### config.mk
export PLATFORM = sky130hd
export DESIGN_NAME = sd_init_sequencer
export DESIGN_NICKNAME = d
export VERILOG_FILES = /design/src/rtl/sd_init_sequencer.sv
export SDC_FILE = /design/constraint.sdc
export NUM_CORES = 1
export LEC_CHECK = 0
export CELL_PAD_IN_SITES_DETAIL_PLACEMENT = 0
export CELL_PAD_IN_SITES_GLOBAL_PLACEMENT = 2
export CORE_MARGIN = 2
export CORE_UTILIZATION = 26
export CTS_CLUSTER_DIAMETER = 30
export DETAILED_ROUTE_END_ITERATION = 12
export HOLD_SLACK_MARGIN = 0.06
export PLACE_DENSITY = 0.91
export RECOVER_POWER = 50
export SLEW_MARGIN = 20
export SYNTH_ARGS = -nofsm -noshare
export SYNTH_HDL_FRONTEND = slang
export SYNTH_SLANG_ARGS = --single-unit
### constraint.sdc
create_clock -name sdClock -period 7.3 [get_ports sdClock]
set_clock_uncertainty 0.15 [all_clocks]
set_input_delay 1.095 -clock sdClock [delete_from_list [all_inputs] [get_ports sdClock]]
set_output_delay 1.095 -clock sdClock [all_outputs]
set_load 0.05 [all_outputs]
### src/rtl/sd_init_sequencer.sv
// sd_init_sequencer: SD card identification/initialisation sequencer; CMD9/CSD read enabled by SD_INIT_CSD_EN
module sd_init_sequencer #(
  parameter int unsigned POWERUP_CYCLES = 80,
  parameter int unsigned GAP_CYCLES = 8,
  parameter int unsigned ACMD41_RETRIES = 1000
) (
  input  logic         sdClock,
  input  logic         reset,
  input  logic         beginInit,
  output logic         busy,
  output logic         done,
  output logic         error,
  output logic [3:0]   errorCode,
  output logic         highCapacity,
  output logic [31:0]  ocr,
  output logic [15:0]  rca,
  output logic [119:0] csd,
  output logic         cmdStart,
  output logic [5:0]   cmdIndex,
  output logic [31:0]  cmdArgument,
  input  logic         cmdFinished,
  input  logic         cmdTimeout,
  input  logic [5:0]   cmdRespIndex,
  input  logic [119:0] cmdRespArgument
);
  typedef enum logic [2:0] {IDLE, POWERUP, ISSUE, WAIT, CHECK, GAP, DONE, ERROR} state_t;
  typedef enum logic [5:0] {
    CMD0 = 6'd0, CMD2 = 6'd2, CMD3 = 6'd3, CMD7 = 6'd7,
    CMD8 = 6'd8, CMD9 = 6'd9, ACMD41 = 6'd41, CMD55 = 6'd55
  } step_t;
`ifdef SD_INIT_CSD_EN
  localparam int RW = 120;
  localparam step_t AFTER_RCA = CMD9;
  logic unused_resp;
  assign unused_resp = ^cmdRespIndex;
`else
  localparam int RW = 32;
  localparam step_t AFTER_RCA = CMD7;
  logic unused_resp;
  assign unused_resp = ^{cmdRespIndex, cmdRespArgument[119:32]};
`endif
  state_t state, state_n;
  step_t step, step_n, step_nxt;
  logic [31:0] cnt, retry, lim;
  logic [3:0] code_n;
  logic hcs, tmo, idle_like;
  logic [RW-1:0] resp;
  assign idle_like = state == IDLE || state == DONE || state == ERROR;
  assign busy = !idle_like;
  assign done = state == DONE;
  assign error = state == ERROR;
  assign cmdStart = state == ISSUE;
  assign cmdIndex = step;
  assign cmdArgument = step == CMD8 ? 32'h0000_01AA :
                       step == ACMD41 ? {1'b0, hcs, 6'b0, 24'hFF8000} :
                       (step == CMD9 || step == CMD7) ? {rca, 16'h0} : 32'h0;
  assign lim = state == POWERUP ? POWERUP_CYCLES - 32'd1 : GAP_CYCLES - 32'd1;
  always_comb begin
    state_n = state;
    step_n = step;
    code_n = 4'd0;
    step_nxt = step;
    case (step)
      CMD0:    step_nxt = CMD8;
      CMD8:    step_nxt = CMD55;
      CMD55:   step_nxt = ACMD41;
      ACMD41:  step_nxt = resp[31] ? CMD2 : CMD55;
      CMD2:    step_nxt = CMD3;
      CMD3:    step_nxt = AFTER_RCA;
      CMD9:    step_nxt = CMD7;
      default: step_nxt = step;
    endcase
    case (step)
      CMD8:    code_n = (!tmo && resp[7:0] != 8'hAA) ? 4'd1 : 4'd0;
      ACMD41:  code_n = (!resp[31] && retry + 32'd1 == ACMD41_RETRIES) ? 4'd2 : 4'd0;
      CMD3:    code_n = resp[31:16] == 16'h0 ? 4'd4 : 4'd0;
      default: code_n = 4'd0;
    endcase
    // CMD0 never answers and a silent CMD8 just means a v1 card
    if (tmo && step != CMD0 && step != CMD8) code_n = 4'd3;
    case (state)
      IDLE, DONE, ERROR: begin
        state_n = beginInit ? POWERUP : IDLE;
        step_n = beginInit ? CMD0 : step;
      end
      POWERUP: state_n = cnt == lim ? ISSUE : POWERUP;
      ISSUE:   state_n = WAIT;
      WAIT:    state_n = cmdFinished ? CHECK : WAIT;
      CHECK: begin
        state_n = code_n != 4'd0 ? ERROR : step == CMD7 ? DONE : GAP;
        step_n = step_nxt;
      end
      GAP:     state_n = cnt == lim ? ISSUE : GAP;
      default: state_n = IDLE;
    endcase
  end
  always_ff @(posedge sdClock) begin
    if (!reset) begin
      state <= IDLE;
      step <= CMD0;
      cnt <= '0;
      retry <= '0;
      errorCode <= '0;
      ocr <= '0;
      rca <= '0;
      csd <= '0;
      highCapacity <= 1'b0;
      hcs <= 1'b0;
      tmo <= 1'b0;
      resp <= '0;
    end else begin
      state <= state_n;
      step <= step_n;
      cnt <= (state_n == state && (state == POWERUP || state == GAP)) ? cnt + 32'd1 : '0;
      if (idle_like && beginInit) begin
        retry <= '0;
        errorCode <= '0;
      end
      if (state == WAIT && cmdFinished) begin
        tmo <= cmdTimeout;
        resp <= cmdRespArgument[RW-1:0];
      end
      if (state == CHECK) begin
        if (code_n != 4'd0) errorCode <= code_n;
        if (step == CMD8) hcs <= !tmo;
        if (step == ACMD41 && !tmo && resp[31]) begin
          ocr <= resp[31:0];
          highCapacity <= resp[30] & hcs;
        end
        if (step == ACMD41 && !tmo && !resp[31]) retry <= retry + 32'd1;
        if (step == CMD3 && code_n == 4'd0) rca <= resp[31:16];
`ifdef SD_INIT_CSD_EN
        if (step == CMD9 && !tmo) csd <= resp;
`endif
      end
    end
  end
endmodule

==> Word-level counts from Yosys, hierarchy flattened <==
Index checks and enable logic that the tools add are counted.
{ "op_classes": {"bitwise_logic": 1, "addsub": 2, "mux": 26, "n_reduce_logical": 32, "n_eq_ne": 21} }
{ "ops": {"columns": ["cell", "count"], "rows": [
  ["32-bit 2-to-1 mux", 6],
  ["32-bit by 1-bit adder with 32-bit output (second input constant)", 2],
  ["6-bit case mux with 6 select lines", 1],
  ["32-bit by 10-bit equality test with 1-bit output (second input constant)", 1],
  ["32-bit by 7-bit equality test with 1-bit output", 1],
  ["3-bit case mux with 6 select lines", 1],
  ["16-bit zero test", 1],
  ["4-bit 2-to-1 mux", 4],
  ["3-bit equality test (second input constant)", 4],
  ["6-bit by 2-bit equality test with 1-bit output (second input constant)", 2],
  ["6-bit by 4-bit equality test with 1-bit output (second input constant)", 2],
  ["6-bit equality test (second input constant)", 2],
  ["6-bit 2-to-1 mux", 2],
  ["6-bit case mux with 2 select lines", 1],
  ["1-bit logical AND", 11],
  ["3-bit 2-to-1 mux", 3],
  ["3-bit case mux with 3 select lines", 1],
  ["2-bit 2-to-1 mux", 4],
  ["8-bit != test (second input constant)", 1],
  ["2-bit AND reduction", 4],
  ["7-bit 2-to-1 mux", 1],
  ["7-bit by 4-bit != test with 1-bit output (second input constant)", 1],
  ["3-bit by 2-bit equality test with 1-bit output (second input constant)", 2],
  ["6-bit by 3-bit equality test with 1-bit output (second input constant)", 1],
  ["17 further kinds", 23]
]} }
{ "totals": {"reg_bits": 160, "elab_cells": 93} }

==> Depth between registers and ports, before layout <==
Gate-level depths: netlist of the first run.
{ "logic_depth": {"depth_word": 12, "ltp_mapped": 9} }

==> Worst setup path after synthesis of the first run <==
No wires, ideal clock.
{ "synth_timing": {"path_kind": "register to output", "startpoint": "register step[3] (netlist: cmdIndex[3])", "endpoint": "output port cmdArgument[30]", "slack_ps": 3914, "arrival_ps": 2141, "path_buffers": 0, "path_stages_with_launch": 5, "cell_sequence": "dfxtp_1 > nor2b_1 > nand4_1 > inv_1 > a22o_1"} }
{ "synth_via": {"elab_chain_len": 5, "elab_cells_between_ends": 8} }
{ "synth_lines": {"columns": ["element", "line_no", "rtl"], "rows": [
  ["start: declaration", "43", "step_t step, step_n, step_nxt;"],
  ["start signal: assignment", "113", "step <= step_n;"],
  ["6-bit by 4-bit equality test with 1-bit output / 6-bit by 3-bit equality test with 1-bit output (equally long branches)", "56", "(step == CMD9 || step == CMD7) ? {rca, 16'h0} : 32'h0;"],
  ["1-bit logical OR", "56", null],
  ["32-bit 2-to-1 mux", "56", null],
  ["32-bit 2-to-1 mux", "55", "step == ACMD41 ? {1'b0, hcs, 6'b0, 24'hFF8000} :"],
  ["32-bit 2-to-1 mux *", "54", "assign cmdArgument = step == CMD8 ? 32'h0000_01AA :"],
  ["end: declaration", "20", "output logic [31:0] cmdArgument,"]
]} }
Mark *: on every way between the ends. The rest lies on a longest branch, timed or not.

==> Worst setup path after layout of the first run <==
{ "layout_timing": {"startpoint": "input port reset", "endpoint": "register retry[20]"} }
{ "layout_lines": {"columns": ["element", "line_no", "rtl"], "rows": [
  ["start: declaration", "8", "input logic reset,"],
  ["end signal: assignment", "130", "if (step == ACMD41 && !tmo && !resp[31]) retry <= retry + 32'd1;"],
  ["end: declaration", "44", "logic [31:0] cnt, retry, lim;"]
]} }
No word-level cell between the ends.

==> results of run 1 <==
[through the flow]
stage / cell area (µm²) / power (µW)
6_report: 10400 / 2000
5_1_grt: 10400 / 2070
3_5_place_dp: 9830 / 1090
3_3_place_gp: 9830 / 1090
4_1_cts: 10400 / 2020
2_1_floorplan: 9270 / 1120
[flip-flops by register name, summed over array words and instances, names as in the netlist]
register,cells
retry,32
cmdIndex,6
hcs,1
state,3
tmo,1
highCapacity,1
cnt,32
errorCode,4
ocr,32
resp,32
rca,16
[tightest hold or removal path: cells and delay by family (launching register included)]
kind | cells | cell delay, ns
and+or+nand+nor | 1 | 0.05
DFF | 1 | 0.31
AOI/OAI and AO/OA | 1 | 0.03
[kinds of logic after synthesis]
kind of cell    after synthesis
compound gates              207
buf+inv                     214
other cells                   1
fa+ha+maj                     3
xor+xnor                     38
simple gates                480
flops                       160
mux                          17
[cell usage in the layout (no fill, tap or decap), drive strengths merged, types with 4 or more instances in the layout]
| cell type | synthesis | layout |
|---|---|---|
| nand2 | 196 | 196 |
| dlygate4sd3 | 0 | 54 |
| inv | 18 | 24 |
| a21boi | 72 | 72 |
| nor3 | 27 | 27 |
| or3 | 16 | 16 |
| a31oi | 7 | 7 |
| o21ai | 40 | 40 |
| conb | 1 | 130 |
| and4 | 4 | 4 |
| clkinv | 0 | 4 |
| mux2i | 16 | 16 |
| nand2b | 4 | 4 |
| nand3 | 33 | 33 |
| clkbuf | 49 | 20 |
| nand3b | 5 | 5 |
| a21oi | 58 | 58 |
| nand4 | 17 | 17 |
| clkdlybuf4s50 | 0 | 66 |
| and2 | 12 | 12 |
| nor2b | 33 | 33 |
| or4 | 7 | 7 |
| a311oi | 4 | 4 |
| and3 | 8 | 8 |
| xnor2 | 20 | 20 |
| nor2 | 78 | 78 |
| dfxtp | 160 | 160 |
| xor2 | 18 | 18 |
| buf | 147 | 6 |
| nor4 | 24 | 24 |
[power breakdown]
part,internal [µW],switching (µW)
clock network,517,409
registers,873,1.73
logic,28.9,173
total,1420,584
[worst max-delay path by stage]
stage	from	end	slack, ns	cells past startpoint
6_report	reset	retry[20]$_SDFF_PN0_	2.29	4
5_1_grt	reset	retry[20]$_SDFF_PN0_	1.68	4
4_1_cts	cmdIndex[3]$_SDFFE_PN0P_	cmdArgument[30]	2.74	5
3_5_place_dp	cmdIndex[3]$_SDFFE_PN0P_	cmdArgument[30]	3.21	5
3_3_place_gp	cmdIndex[3]$_SDFFE_PN0P_	cmdArgument[30]	3.24	5
2_1_floorplan	cmdIndex[3]$_SDFFE_PN0P_	cmdArgument[30]	3.91	4
[layout make-up]
cell class                 count  area, µm²  area share, %
inverter                      18       67.6          0.648
tap                          448        561           5.37
clock buffer                  18        429           4.12
multi-input combinational    875       4740           45.5
timing repair buffer         128       1250           12.0
sequential                   160       3200           30.7
clock inverter                14        174           1.67
[layer usage]
metal / vias to the layer above / global-route usage, % / wire length, µm
met1: 3511 / 16.9 / 10600
met3: 25 / 2.92 / 1160
li1: 3724 / - / -
met2: 193 / 20.7 / 11000
met5: - / 0 / 0
met4: 0 / 3.18 / 267
==> impl_results.md, run 1 <==
* Non-Filler Instances at 1661
* Finished Core Util at 31.3%
* GRT Total Usage at about an eighth
* CTS buffer count at 17
* Startpoint types: primary input
* Max Fclk at 200 MHz
* H-Tree Depth at 4
* Post-route setup slack at 2.29 ns
* DRT Wirelength at 23000 µm
* Main combinational cell family by area after synthesis: simple AND/OR/NAND/NOR gates
* Worst-margin pin slew at 2.89 ns
* Die width at 188 µm
* Row count at 67
* Synth Cell Area at 0.00879 mm²
* Core area at roughly 0.033 mm²
* Mapped Cells at 1120
* Synth-to-Final Area Change at 18.7%
* Slew Limit Fails at 115
* Synth top cells by count: 195 x nand2_1, 160 x dfxtp_1, 136 x buf_4, 77 x nor2_1, 72 x a21boi_0
* Setup Fix Bufs, Post-CTS at 0
* Fin crit share at between 60 and 70%
* Syn_area_per_cell at roughly 7.8 µm²
* Die Span Y at 188 µm
* RSZ-0062 raised after global routing: false
* Synth area leader: dfxtp_1
* Clk slew on worst S/H paths at 0.06 ns
* WP buf/inv at 3
* Post-synthesis compound-gate area fraction at 15.2%
* Pre-CTS WS at ~3.2 ns
* Placer Congestion at 0.798
* CTS tree: yes
* Setup TNS at 0 ns
* Via Count at 7453
* Setup CP Type: in -> reg
* Hold Crit Endpoint: errorCode[3]$_SDFF_PN0_
* Most common cell in the netlist: nand2_1
* Largest net degree at the start of global routing at 81
* FF+latch count, synth at 160
* Leak Pwr at 0.00369 µW
* Crit path cell chain: buf_2 > clkbuf_1 > inv_1 > a311oi_1
* FILL cells at 3639
* Vias in the first global route at 6669
* DRT Pass-1 Iters at 5
* Vias per Instance at ~4.5
* Post-synthesis mux area share at roughly 2.0%
* Layout cell share with drive strength beyond 1 at 4.53%
* CTS sink cnt at between 150 and 200
* Hold Crit Class: reg -> reg
* Reg2reg start: cmdIndex[3]$_SDFFE_PN0P_
* Synth cell types at 64
* Top Family by Delay on Critical Path: buffers and inverters
* Worst EP required at 7.47 ns
* Post-synth EDFFs at 0
* First-pass GRT wire length at roughly 36000 µm
* R2R depth at 7
* Final setup violating endpoints at 0
* Xor and xnor area share after synthesis at 3.79%
* Remaining antenna violation count at 0
* Worst Setup End Kind: flip-flop
* CP max stage delay at roughly 2.1 ns
* Post-CTS sizing at 0
* I/O Pins at roughly 350
* Final hold violations at 0
* Slew headroom at -92.9%
* Clock latency on the worst-skew pair at 0.44 ns
* Diode count at 0
* Reg-to-reg setup timing slack at 3.38 ns
* Dpl hpwl at 16200 µm
* Ys flop type: dfxtp_1
* Initial DRC count at 420
* Hold Buf Count CTS at 0
* Worst Path Max Fanout at 80
* Simple-Gate Fraction of Synth Area at a little over a quarter
* Total gr overflow at 0
* R2r endpoint: retry[24]$_SDFF_PN0_
* Failing checks: max-capacitance violations, max-slew violations
* CTS Buffer Depth at 2
* Min Tclk post-route at 5.01 ns
* MaxCap Viol Count at 2
* Number of port buffers at 121
* Post-Synth Adder-Cell Area at 0.427%
* Placed instance count at 1629
* Initial Util at a little over a quarter
* Register area share after synthesis at 36.5%
* Arr. time, crit path at just over 5 ns
* Largest cells by area after synthesis: dfxtp_1 36%, buf_4 12%, nand2_1 8.3%, a21boi_0 6.2%, a21oi_1 3.3%
* Asr flop ratio synth at 0%
* CTS root buf: clkbuf_16
* Initial antenna violation count at 0
* WHS at around 0.28 ns
* Routed wire per std cell at 13.9 µm
* Hold path depth at 2
* Layout Nets at between 1000 and 1500
* Slowest stage cell, crit path: clkbuf_1
* Worst vdd ir at 0.110 mV
* Syn. warnings at 0
* Status: finished with violations
* Drt drc at 0
* DIE AREA at ~0.035 mm²
* Pwr Density at around 190 mW/mm²
* Worst Hold Launch: errorCode[3]$_SDFF_PN0_
* Post-synth top area share at 36.5%
Power figures use the tool's default switching activity.
==> run 2: changes to the inputs <==
--- a/config.mk
+++ b/config.mk
@@ -8,11 +8,11 @@
 export CELL_PAD_IN_SITES_DETAIL_PLACEMENT = 0
 export CELL_PAD_IN_SITES_GLOBAL_PLACEMENT = 2
 export CORE_MARGIN = 2
-export CORE_UTILIZATION = 26
+export CORE_UTILIZATION = 24
 export CTS_CLUSTER_DIAMETER = 30
 export DETAILED_ROUTE_END_ITERATION = 12
 export HOLD_SLACK_MARGIN = 0.06
-export PLACE_DENSITY = 0.91
+export PLACE_DENSITY = 0.85
 export RECOVER_POWER = 50
 export SLEW_MARGIN = 20
 export SYNTH_ARGS = -nofsm -noshare
==> constraint.sdc (replaced) <==
create_clock -name sdClock -period 4.7 [get_ports sdClock]
set_clock_uncertainty 0.15 [all_clocks]
set_input_delay 0.705 -clock sdClock [delete_from_list [all_inputs] [get_ports sdClock]]
set_output_delay 0.705 -clock sdClock [all_outputs]
set_load 0.05 [all_outputs]
==> run 2 against run 1 <==
Net effect:
- the run still ends with max-capacitance violations, max-slew violations left
- design area up 0.11%
- non-clock buffer count increased by 1
- sequential share of layout area hardly changed
- first-iteration DRC count shrank 18%
- hold slack gained 0.0019 ns
- core utilization is 2.5 points lower
- wire length is 3.0% higher
- critical path depth rose by 1
- power increased by 53%
==> impl_results.md, run 2 (synthesis results as in run 1) <==
* Crit path cell chain: nor2b_1 > nand4_1 > inv_1 > a22o_1 > clkdlybuf4s50_1
* Setup CP Type: reg -> out
* Setup Fix Bufs, Post-CTS at 0 (unchanged)
* DRT Pass-1 Iters at 4 (-1)
* I/O Pins at 346 (unchanged)
* Hold Crit Class: reg -> reg
* CTS sink cnt at 160 (unchanged)
* Routed wire per std cell at 14.1 µm (+1.7%)
* Status: finished with violations
* Largest net degree at the start of global routing at 66 (-19%)
* Core area at 0.0363 mm² (+8.9%)
* CTS tree: yes
* Drt drc at 0 (unchanged)
* Post-route setup slack at 0.558 ns (-1.73 ns)
* Vias per Instance at 4.42 (-1.6%)
* Clock latency on the worst-skew pair at 0.43 ns (about the same)
* Diode count at 0 (unchanged)
* RSZ-0062 raised after global routing: false
* Leak Pwr at 0.00369 µW (-0.13%)
* Met1 usage at 16.5% (-0.41 points)
* Top Usage Layer GRT: met2
* Die width at 195 µm (+4.0%)
* Initial Util at 24.2% (-2.2 points)
* Min Tclk post-route at 4.14 ns
* CTS root buf: clkbuf_16
* Pwr Density at 294 mW/mm² (+53%)
* DIE AREA at 0.0382 mm² (+8.2%)
* Row count at 70 (+4.5%)
* Layout cell share with drive strength beyond 1 at 4.61% (+0.079 points)
* Slew headroom at -34.4% (+58 points)
* Commonest non-fill, non-tap cell in the layout: nand2_1
* Dpl hpwl at 16600 µm (+3.0%)
* Pre-CTS WS at 1.00 ns (-2.21 ns)
* DRT Wirelength at 23700 µm (+3.0%)
* Worst Path Max Fanout at 14 (-83%)
* Total chip power at 3070 µW (+53%)
* Failing checks: max-capacitance violations, max-slew violations
* Max Fclk at 241 MHz
* Worst-margin pin slew at 2.02 ns (-0.877 ns)
* Number of port buffers at 121 (unchanged)
* Remaining antenna violation count at 0 (unchanged)
* Hold Buf Count CTS at 0 (unchanged)
* Fin crit share at 88.1%
* CTS buffer count at 17 (unchanged)
* MaxCap Viol Count at 2 (unchanged)
* GRT Total Usage at 12.3% (-0.43 points)
* Worst vdd ir at 0.142 mV (+29%)
* Clk slew on worst S/H paths at 0.07 ns (about the same)
* Most frequent cells in the layout: 195 x nand2_1, 160 x dfxtp_1, 130 x conb_1, 76 x nor2_1, 72 x a21boi_0
* Die Span Y at 195 µm (+4.0%)
* Slowest stage cell, crit path: clkdlybuf4s50_1
* Via Count at 7430 (-0.31%)
* Grt met3 use at 2.64% (-0.28 points)
* GRT met2 Usage at 19.8% (-0.94 points)
* Final hold violations at 0 (unchanged)
* Post-CTS sizing at 0 (unchanged)
* Slew Limit Fails at 85 (-26%)
* First-pass GRT wire length at 37400 µm (+3.3%)
* Placer Congestion at 0.810 (+1.5%)
* Setup TNS at 0 ns (unchanged)
* CTS Buffer Depth at 2 (unchanged)
* Worst Setup End Kind: primary output
* H-Tree Depth at 4 (unchanged)
* Synth-to-Final Area Change at 18.8%
* Initial DRC count at 346 (-18%)
* Final setup violating endpoints at 0 (unchanged)
* Vias in the first global route at 6833 (+2.5%)
* Total gr overflow at 0 (unchanged)
* Layout Nets at 1335 (+0.075%)
* Arr. time, crit path at 3.29 ns (-1.89 ns)
* Initial antenna violation count at 0 (unchanged)
* Worst EP required at 3.85 ns (-3.62 ns)
* CP max stage delay at 0.84 ns (-1.25 ns)
* Startpoint types: flip-flop
## run 2: worst max-delay path, delay by kind of cell (launching register included)
family	cells	cell delay, ns
AND/OR/NAND/NOR	2	0.96
AO/OA/AOI/OAI	1	0.20
flip-flops	1	0.43
buffers and inverters	2	1.26
## run 2: power by group
part / total, µW / internal, µW / switching, µW
Sequential: 1360 / 1360 / 2.68
Clock: 1390 / 762 / 632
Combinational: 313 / 43.9 / 269
## run 2: cell type report
cell class                 count  area [µm²]
fill                        3892       25900
multi-input combinational    875        4740
tap                          468         586
clock buffer                  18         439
sequential                   160        3200
inverter                      18        67.6
clock inverter                14         145
timing repair buffer         129        1260
## run 2: per-stage QoR
step	cells	cell area, µm²	util [%]	hold slack [ns]
after CTS	1682	10500	28.8	0.288
after detailed placement	1650	9870	27.1	0.276
after floorplan	1249	9270	-	0.280
final	1682	10400	28.7	0.285
after global routing	1682	10400	28.7	0.320
after global placement	1650	9860	27.1	0.279
## run 2: layer usage
layer	share of wire [%]	routed length (µm)
met5	0	0
met4	1.2	292
met3	4.4	1040
met2	46	11000
met1	48	11400
## run 2: worst paths after layout
check | depth (start not counted) | startpoint | slack [ns] | to
min | 2 | errorCode[3]$_SDFF_PN0_ | 0.29 | errorCode[3]$_SDFF_PN0_
max | 5 | cmdIndex[3]$_SDFFE_PN0P_ | 0.56 | cmdArgument[30]
min reg2reg | 2 | errorCode[3]$_SDFF_PN0_ | 0.29 | errorCode[3]$_SDFF_PN0_
max reg2reg | 8 | cmdIndex[3]$_SDFFE_PN0P_ | 1.13 | retry[24]$_SDFF_PN0_
==> run 3: changes to the inputs <==
--- a/config.mk
+++ b/config.mk
@@ -8,11 +8,11 @@
 export CELL_PAD_IN_SITES_DETAIL_PLACEMENT = 0
 export CELL_PAD_IN_SITES_GLOBAL_PLACEMENT = 2
 export CORE_MARGIN = 2
-export CORE_UTILIZATION = 24
+export CORE_UTILIZATION = 26
 export CTS_CLUSTER_DIAMETER = 30
 export DETAILED_ROUTE_END_ITERATION = 12
 export HOLD_SLACK_MARGIN = 0.06
-export PLACE_DENSITY = 0.85
+export PLACE_DENSITY = 0.91
 export RECOVER_POWER = 50
 export SLEW_MARGIN = 20
 export SYNTH_ARGS = -nofsm -noshare
==> constraint.sdc (replaced) <==
create_clock -name sdClock -period 5.3 [get_ports sdClock]
set_clock_uncertainty 0.15 [all_clocks]
set_input_delay 0.795 -clock sdClock [delete_from_list [all_inputs] [get_ports sdClock]]
set_output_delay 0.795 -clock sdClock [all_outputs]
set_load 0.05 [all_outputs]
==> run 3 against run 2 <==
Net effect:
- flip-flop and latch count unchanged
- hold slack improved by 0.0049 ns
- the run still ends with max-capacitance violations, max-slew violations left
- highest routed layer unchanged
- largest power group unchanged
- design area decreased by 0.11%
==> impl_results.md, run 3 (synthesis results as in run 1) <==
* Commonest non-fill, non-tap cell in the layout: nand2_1
* DRT Pass-1 Iters at 5 (+1)
* Remaining antenna violation count at 0 (unchanged)
* Via Count at 7383 (-0.63%)
* Placed instance count at 1630 (-1.2%)
* Arr. time, crit path at 3.23 ns (-0.06 ns)
* Setup TNS at 0 ns (unchanged)
* WP buf/inv at 2 (unchanged)
* Layout cell share with drive strength beyond 1 at 4.70% (+0.082 points)
* Vias in the first global route at 6687 (-2.1%)
* H-Tree Depth at 4 (unchanged)
* Die Span Y at 188 µm (-3.8%)
* Setup Fix Bufs, Post-CTS at 0 (unchanged)
* I/O Pins at 346 (unchanged)
* Initial DRC count at 361 (+4.3%)
* Drt drc at 0 (unchanged)
* Startpoint types: flip-flop
* Hold Buf Count CTS at 0 (unchanged)
* CTS tree: yes
* Slowest stage cell, crit path: clkdlybuf4s50_1
* Top Family by Delay on Critical Path: buffers and inverters
* Worst Setup End Kind: primary output
* Slew Limit Fails at 95 (+12%)
* GRT Total Usage at 12.6% (+0.36 points)
* Finished Core Util at 31.3% (+2.5 points)
* Number of port buffers at 121 (unchanged)
* Layout Nets at 1335 (unchanged)
* Status: finished with violations
* DRT Wirelength at 22700 µm (-4.1%)
* R2R depth at 8 (unchanged)
* Largest net degree at the start of global routing at 61 (-7.6%)
* Post-CTS sizing at 0 (unchanged)
* Synth-to-Final Area Change at 18.7%
* P_int at 1920 µW (-11%)
* CTS Buffer Depth at 2 (unchanged)
* Hold Crit Endpoint: errorCode[3]$_SDFF_PN0_
* Reg-to-reg setup timing slack at 1.87 ns (+0.74 ns)
* CTS buffer count at 17 (unchanged)
* Psw at 817 µW (-9.7%)
* Max Fclk at between 200 and 250 MHz
* CTS root buf: clkbuf_16
* Sw frac at 29.9% (+0.41 points)
* Sequential share of power at 44.1% (-0.2 points)
* Dpl hpwl at 16000 µm (-3.6%)
* Slew headroom at -59.0% (-25 points)
* Non-Filler Instances at 1662 (-1.2%)
* Clk slew on worst S/H paths at 0.07 ns (about the same)
* Final hold violations at 0 (unchanged)
* First-pass GRT wire length at 36000 µm (-3.6%)
* Worst EP required at 4.36 ns (+0.51 ns)
* Initial Util at 26.3% (+2.2 points)
* MaxCap Viol Count at 2 (unchanged)
* Initial antenna violation count at 0 (unchanged)
* Core area at 0.0334 mm² (-8.2%)
* Final setup violating endpoints at 0 (unchanged)
* Vias per Instance at 4.44 (+0.56%)
* Setup CP Type: reg -> out
* Crit path cell chain: nor2b_1 > nand4_1 > inv_1 > a22o_1 > clkdlybuf4s50_1
* Diode count at 0 (unchanged)
* Row count at 67 (-4.3%)
* Routed wire per std cell at 13.7 µm (-3.0%)
* Fin crit share at 78.7%
* Failing checks: max-capacitance violations, max-slew violations
* Worst-margin pin slew at 2.39 ns (+0.369 ns)
* CP max stage delay at 0.84 ns (about the same)
* Leak Pwr at 0.00370 µW (+0.40%)
* RSZ-0062 raised after global routing: false
* FILL cells at 3589 (-7.8%)
* Worst Hold Launch: errorCode[3]$_SDFF_PN0_
* Logic gate share of total power at 10.1% (about the same)
* Total gr overflow at 0 (unchanged)
* R2r endpoint: retry[24]$_SDFF_PN0_
* Clock latency on the worst-skew pair at 0.43 ns (about the same)
* CTS sink cnt at 160 (unchanged)
* Worst vdd ir at 0.143 mV (+0.45%)
* Pwr Density at 262 mW/mm² (-11%)
* Placer Congestion at 0.800 (-1.2%)
* Die width at 188 µm (-3.8%)
* Clk pwr share at 45.8% (+0.3 points)
* Min Tclk post-route at 4.17 ns
* Most frequent cells in the layout: 195 x nand2_1, 160 x dfxtp_1, 130 x conb_1, 75 x nor2_1, 72 x a21boi_0
* Hold Crit Class: reg -> reg
* Worst Path Max Fanout at 14 (unchanged)
* Reg2reg start: cmdIndex[3]$_SDFFE_PN0P_
* Hold path depth at 2 (unchanged)
* DIE AREA at 0.0353 mm² (-7.5%)
## run 3: per-layer routing
metal / track usage, % / part of all wire [%] / wire length (µm)
met2: 21.0 / 47 / 10700
met1: 16.6 / 47 / 10800
met4: 2.60 / 0.63 / 143
met5: 0 / 0 / 0
met3: 3.07 / 5.0 / 1140
## run 3: power by group through the flow
stage / Clock, µW / Sequential (µW) / Combinational [µW]
after global placement: 0 / 1230 / 276
after detailed placement: 0 / 1230 / 275
final: 1250 / 1200 / 277
after CTS: 1280 / 1200 / 276
after global routing: 1340 / 1200 / 288
after floorplan: 0 / 1230 / 311
## run 3: worst max path at each step
stage	start	to	slack, ns	cells after the start
CTS	cmdIndex[3]$_SDFFE_PN0P_	cmdArgument[30]	1.10	5
floorplan	cmdIndex[3]$_SDFFE_PN0P_	cmdArgument[30]	2.21	4
global placement	cmdIndex[3]$_SDFFE_PN0P_	cmdArgument[30]	1.60	5
finish	cmdIndex[3]$_SDFFE_PN0P_	cmdArgument[30]	1.13	5
detailed placement	cmdIndex[3]$_SDFFE_PN0P_	cmdArgument[30]	1.58	5
global route	cmdIndex[3]$_SDFFE_PN0P_	cmdArgument[30]	0.93	5
## run 3: per-stage QoR
stage | total power, µW | hold WS [ns] | setup slack [ns] | cell area (µm²)
after floorplan | 1540 | 0.280 | 2.21 | 9270
after global placement | 1510 | 0.277 | 1.60 | 9840
after detailed placement | 1510 | 0.276 | 1.58 | 9840
after CTS | 2760 | 0.292 | 1.10 | 10400
after global routing | 2830 | 0.301 | 0.931 | 10400
final | 2730 | 0.290 | 1.13 | 10400
## run 3: tightest hold or removal path: cells and delay by family, from the launching register on
family	cells	cell delay, ns
DFF	1	0.32
and+or+nand+nor	1	0.05
AOI/OAI and AO/OA	1	0.03
## run 3: area by class of cell
class / instances / area [µm²] / area share (%)
inverter: 18 / 67.6 / 0.648
tap: 448 / 561 / 5.37
clock inverter: 15 / 168 / 1.61
sequential: 160 / 3200 / 30.7
timing repair buffer: 129 / 1260 / 12.1
multi-input combinational: 875 / 4740 / 45.5
clock buffer: 17 / 425 / 4.08
